<file path="config.mk">
export PLATFORM = sky130hd
export DESIGN_NAME = lcd_message_arbiter
export DESIGN_NICKNAME = d
export VERILOG_FILES = /design/src/rtl/lcd_message_arbiter.sv
export SDC_FILE = /design/constraint.sdc
export NUM_CORES = 1
export LEC_CHECK = 0
export BUFFER_PORTS_ARGS = -buffer_cell sky130_fd_sc_hd__buf_2
export CORE_ASPECT_RATIO = 1.4
export CORE_MARGIN = 5
export CORE_UTILIZATION = 25
export DETAILED_ROUTE_END_ITERATION = 16
export PLACE_DENSITY = 0.45
export SLEW_MARGIN = 5
export SYNTH_ARGS = -nofsm -noshare
export SYNTH_HDL_FRONTEND = slang
export SYNTH_SLANG_ARGS = --single-unit
</file>
<file path="constraint.sdc">
create_clock -name clk -period 2.3 [get_ports clk]
set_input_delay 0.575 -clock clk [delete_from_list [all_inputs] [get_ports clk]]
set_output_delay 0.575 -clock clk [all_outputs]
set_load 0.01 [all_outputs]
</file>
<file path="src/rtl/lcd_message_arbiter.sv">
// Purpose: round-robin owner of the LCD message selector shared by access control (0), process control (1) and game (2).
// Latency: a request seen in IDLE is granted, acked and shown on lcd_char_array at the next clock edge.
// Backpressure: a granted code owns the LCD for HOLD_CYCLES cycles, then one IDLE cycle; pending requests simply wait (req held until ack).
//
// Ports:
//   clk, rst        - system clock; asynchronous active-high reset
//   req[2:0]        - level request per requester, held until its ack
//   req_msg[11:0]   - packed 4-bit codes, requester i at [4i+3:4i]
//   ack[2:0]        - one-cycle pulse to the winner in the cycle its code is first shown
//   lcd_char_array  - code driven to the LCD character-array select
//   busy            - high for the whole hold window
//   grant_id        - current owner 0..2, 3 when idle
//
// Parameters:
//   HOLD_CYCLES - cycles a granted code owns the LCD (must be >= 1)
//   DEFAULT_MSG - code shown after reset (and while idle when STICKY = 0)
//   STICKY      - 1 keeps the last granted code while idle, 0 reverts to DEFAULT_MSG

module lcd_message_arbiter #(
    parameter int unsigned HOLD_CYCLES = 25000000,
    parameter logic [3:0]  DEFAULT_MSG = 4'd0,
    parameter bit          STICKY      = 1'b1
) (
    input  logic        clk,
    input  logic        rst,
    input  logic [2:0]  req,
    input  logic [11:0] req_msg,
    output logic [2:0]  ack,
    output logic [3:0]  lcd_char_array,
    output logic        busy,
    output logic [1:0]  grant_id
);

    // Counter is loaded with HOLD_CYCLES-1 and counts down to 0, so the
    // hold window spans exactly HOLD_CYCLES cycles and never wraps.
    localparam int unsigned    CNT_W    = $clog2(HOLD_CYCLES + 1);
    localparam logic [CNT_W-1:0] CNT_LOAD = CNT_W'(HOLD_CYCLES - 1);
    localparam logic [CNT_W-1:0] CNT_ONE  = CNT_W'(1);
    localparam logic [1:0]     ID_IDLE  = 2'd3;

    typedef enum logic {
        IDLE = 1'b0,
        HOLD = 1'b1
    } state_t;

    state_t           state_q, state_d;
    logic [CNT_W-1:0] cnt_q, cnt_d;
    logic [1:0]       last_q, last_d;

    logic [2:0]       ack_d;
    logic [3:0]       lcd_d;
    logic             busy_d;
    logic [1:0]       grant_d;

    logic             win_vld;
    logic [1:0]       win_id;
    logic [3:0]       win_msg;

    // ------------------------------------------------------------------
    // Round-robin pick: search starts one past the previous winner and
    // wraps, so no requester wins twice in a row while another waits.
    // last_q only ever holds 0..2; the default arm covers last = 2.
    // ------------------------------------------------------------------
    always_comb begin
        win_vld = |req;
        win_id  = 2'd0;
        case (last_q)
            2'd0: begin
                if (req[1])      win_id = 2'd1;
                else if (req[2]) win_id = 2'd2;
                else             win_id = 2'd0;
            end
            2'd1: begin
                if (req[2])      win_id = 2'd2;
                else if (req[0]) win_id = 2'd0;
                else             win_id = 2'd1;
            end
            default: begin
                if (req[0])      win_id = 2'd0;
                else if (req[1]) win_id = 2'd1;
                else             win_id = 2'd2;
            end
        endcase
    end

    always_comb begin
        win_msg = req_msg[3:0];
        case (win_id)
            2'd0:    win_msg = req_msg[3:0];
            2'd1:    win_msg = req_msg[7:4];
            default: win_msg = req_msg[11:8];
        endcase
    end

    // ------------------------------------------------------------------
    // Next-state and next-output logic. Outputs are computed here and
    // registered below, so nothing on the ports is combinational from req.
    // ------------------------------------------------------------------
    always_comb begin
        state_d = state_q;
        cnt_d   = cnt_q;
        last_d  = last_q;
        ack_d   = 3'b000;
        lcd_d   = lcd_char_array;
        busy_d  = busy;
        grant_d = grant_id;

        case (state_q)
            IDLE: begin
                if (win_vld) begin
                    state_d = HOLD;
                    cnt_d   = CNT_LOAD;
                    last_d  = win_id;
                    ack_d   = 3'b001 << win_id;
                    lcd_d   = win_msg;
                    busy_d  = 1'b1;
                    grant_d = win_id;
                end
            end

            HOLD: begin
                // req and req_msg are deliberately not looked at here: the
                // latched code must stay put for the whole window.
                if (cnt_q == '0) begin
                    state_d = IDLE;
                    busy_d  = 1'b0;
                    grant_d = ID_IDLE;
                    if (!STICKY) begin
                        lcd_d = DEFAULT_MSG;
                    end
                end else begin
                    cnt_d = cnt_q - CNT_ONE;
                end
            end

            default: begin
                state_d = IDLE;
                busy_d  = 1'b0;
                grant_d = ID_IDLE;
            end
        endcase
    end

    // ------------------------------------------------------------------
    // State and output registers. Reset is asynchronous: a reset in the
    // middle of a hold drops the grant and the outputs at once.
    // last_q resets to 2 so the first search order is 0, 1, 2.
    // ------------------------------------------------------------------
    always_ff @(posedge clk or posedge rst) begin
        if (rst) begin
            state_q        <= IDLE;
            cnt_q          <= '0;
            last_q         <= 2'd2;
            ack            <= 3'b000;
            lcd_char_array <= DEFAULT_MSG;
            busy           <= 1'b0;
            grant_id       <= ID_IDLE;
        end else begin
            state_q        <= state_d;
            cnt_q          <= cnt_d;
            last_q         <= last_d;
            ack            <= ack_d;
            lcd_char_array <= lcd_d;
            busy           <= busy_d;
            grant_id       <= grant_d;
        end
    end

endmodule

</file>
==> impl_metrics.ini <==
[outcome]
status = finished, final reports clean

[logic_synthesis]
ys_types = 49
synth_nets = 234
syn_inst = 215
async_reset_ff_share_pct = 100
synth_edf_count = 0
synthFlopType = dfrtp_1
avgSynthCellArea_um2 = 9.45
yosysSeqAreaShare_pct = 47.0
synth-seq-cells = 38
synth_area_um2 = 2030
synth_warnings = 0

[timing]
setup-tns-final_ns = 0
min_period_over_period_pct = 93.4
skew_ns = 0.00343
rsz0062_at_grt = no
timing_hold_violations_final = 0
worstMarginPinSlew_ns = 0.805
drv_slew = 0
max_freq_mhz = 466
setup_viol = 0
period_needed_ns = 2.15
hold_slack_ns = 0.404
slew_headroom_pct = 46.2

[job]
max-cap-violations = 0

[critical_path]
worstPathArrival_ns = 2.30
crit_buf_inv = 0
max_stage_delay_ns = 0.59
crit_chain = or4_4 > nor3_2 > o21ai_2 > o31a_2 > or3_1
cpLargestDelayFamily = simple AND/OR/NAND/NOR gates
crit_required_ns = 2.46
r2r_end = cnt_q[13]
crit_end = cnt_q[13]
crit_slowest_cell = or4_4
crit_cells = 5
start_kind = flip-flop
r2r_cells = 5
r2r-start = cnt_q[5]
startpoint = cnt_q[5]
critPathKind = reg -> reg
crit_path_end_kind = flip-flop
crit_fanout = 7
reg2reg_slack_ns = 0.15

[finish]
diodes = 0
drive_gt1_share_pct = 27.2
nets = 275
area_growth_pct = 26.1

[die]
die_area_um2 = 10100
ios = 27
die_y_um = 117
initial_core_util_pct = 25.2
floorplan.rows = 39
die_w_um = 86.2
coreArea_um2 = 8050

[route]
wirelength_met1_um = 2180
top_layer_used = met4
ant_nets = 0
wire_per_inst_um = 15.0
drtIter0Drc = 79
wl_met2_um = 2970
post-route-drc-count = 0
vias = 1758
wl_met3_um = 181
vias_per_cell = 4.90
postRouteWirelength_um = 5370
drt_pass1_iterations = 4

[grt]
grt_remaining_overflow = 0
grt_pass1_wl_um = 9030
grt_use_total_pct = 11.4
grt_max_degree = 39
grt_pass1_vias = 1787
antenna_found_initial = 0

[place]
dpl.hpwl_um = 4020
port_buffers = 26
gp_congestion = 0.743

[clocking]
cts_tree = built
clock-sinks = 38
clock_latency_ns = 0.28
cts_root_buffer = clkbuf_16
cts-resized-gates = 0
postCtsSetupBuffers = 0
postCtsHoldBufs = 0
clockBufferDepth = 2
clkTransAtPathRegs_ns = 0.06
cts_buffers = 5
h-tree-depth = 2

[power]
cellPowerDensity_nw_per_um2 = 833
vdd_drop_max_uv = 363
power_leakage_nw = 1.05

[hold_path]
hold_path_class = in -> async
## through the flow
step | instances | total power, W | util (%) | instance area [µm²] | setup slack, ns
detailed placement | 351 | 0.00136 | 29.7 | 2390 | 0.132
CTS | 359 | 0.00216 | 31.7 | 2560 | 0.117
finish | 359 | 0.00213 | 31.8 | 2560 | 0.152
global route | 359 | 0.00225 | 31.8 | 2560 | 0.0256
global placement | 351 | 0.00136 | 29.7 | 2390 | 0.155
floorplan | 215 | 0.00119 | - | 2030 | 0.0900
## metal layers
metal | GRT usage (%) | up-vias
met3 | 1.91 | 2
met4 | 3.53 | 0
li1 | - | 880
met1 | 12.5 | 846
met2 | 22.2 | 30
met5 | 0 | -
## sequential cells by signal (all words and copies together) (netlist names)
name,flops
lcd_char_array,4
ack,3
cnt_q,25
grant_id,2
state_q,1
last_q,2
busy,1
## area by class of cell
class | count | area [µm²]
Fill cell | 869 | 5490
Multi-Input combinational cell | 162 | 1020
Sequential cell | 38 | 955
Timing Repair Buffer | 45 | 273
Tap cell | 102 | 128
Clock buffer | 5 | 125
Clock inverter | 3 | 40.0
Inverter | 4 | 15.0
## how the worst min path moves through the flow
stage	depth (start not counted)	slack, ns	start	endpoint
floorplan	2	0.48	cnt_q[18]	cnt_q[18]
global placement	2	0.46	busy	busy
detailed placement	2	0.48	busy	busy
CTS	3	0.43	rst	cnt_q[7]
global route	3	0.49	rst	ack[1]
finish	3	0.40	rst	ack[1]
## cell usage after synthesis (4+ instances only)
| cell | n | area, µm² |
|---|---|---|
| nand4_1 | 6 | 37.5 |
| inv_1 | 4 | 15.0 |
| nor3_1 | 8 | 40.0 |
| dfrtp_1 | 35 | 876 |
| a21oi_1 | 8 | 40.0 |
| o21ai_0 | 11 | 55.1 |
| or3_1 | 5 | 31.3 |
| xor2_1 | 10 | 87.6 |
| nor4_1 | 10 | 62.6 |
| or4_1 | 4 | 30.0 |
| nand2_1 | 14 | 52.6 |
| a221oi_1 | 4 | 35.0 |
| o211ai_1 | 4 | 30.0 |
| nand3_1 | 7 | 35.0 |
| clkbuf_1 | 9 | 33.8 |
| nor2_1 | 27 | 101 |
## cell usage in the layout, fill, tap and decap left out, types with 4 or more instances in the layout
cell and n:
xor2_1 10, clkbuf_16 5, a221oi_1 4, inv_1 4
a21oi_1 8, buf_2 26, o211ai_1 4, o21ai_0 11
or4_1 4, nand4_1 6, nand3_1 7, nor4_1 9
nor3_1 8, nor2_1 27, or3_1 5, buf_4 19
nand2_1 14, dfrtp_1 35
## power breakdown
| group | internal (W) | switching [W] | leakage, nW |
|---|---|---|---|
| logic | 0.000193 | 0.000219 | 0.534 |
| clock network | 0.000508 | 0.000276 | 0.0836 |
| registers | 0.000792 | 0.000145 | 0.429 |
| total | 0.00149 | 0.000640 | 1.05 |
## worst reg2reg max path: cells and delay by family, from the launching register on
| family | cells | cell delay, ns |
|---|---|---|
| AND/OR/NAND/NOR | 3 | 1.14 |
| AO/OA/AOI/OAI | 2 | 0.46 |
| flip-flops | 1 | 0.42 |
## logic make-up after synthesis
family	count (synthesis)	synth area share, %
AOI/OAI and AO/OA	41	13.5
adders and majority gates	2	1.23
DFF	38	47.0
muxes	1	0.493
xor gates and xnor gates	10	4.31
and+or+nand+nor	108	30.4
buffers and inverters	15	3.02
Power figures use the tool's default switching activity.
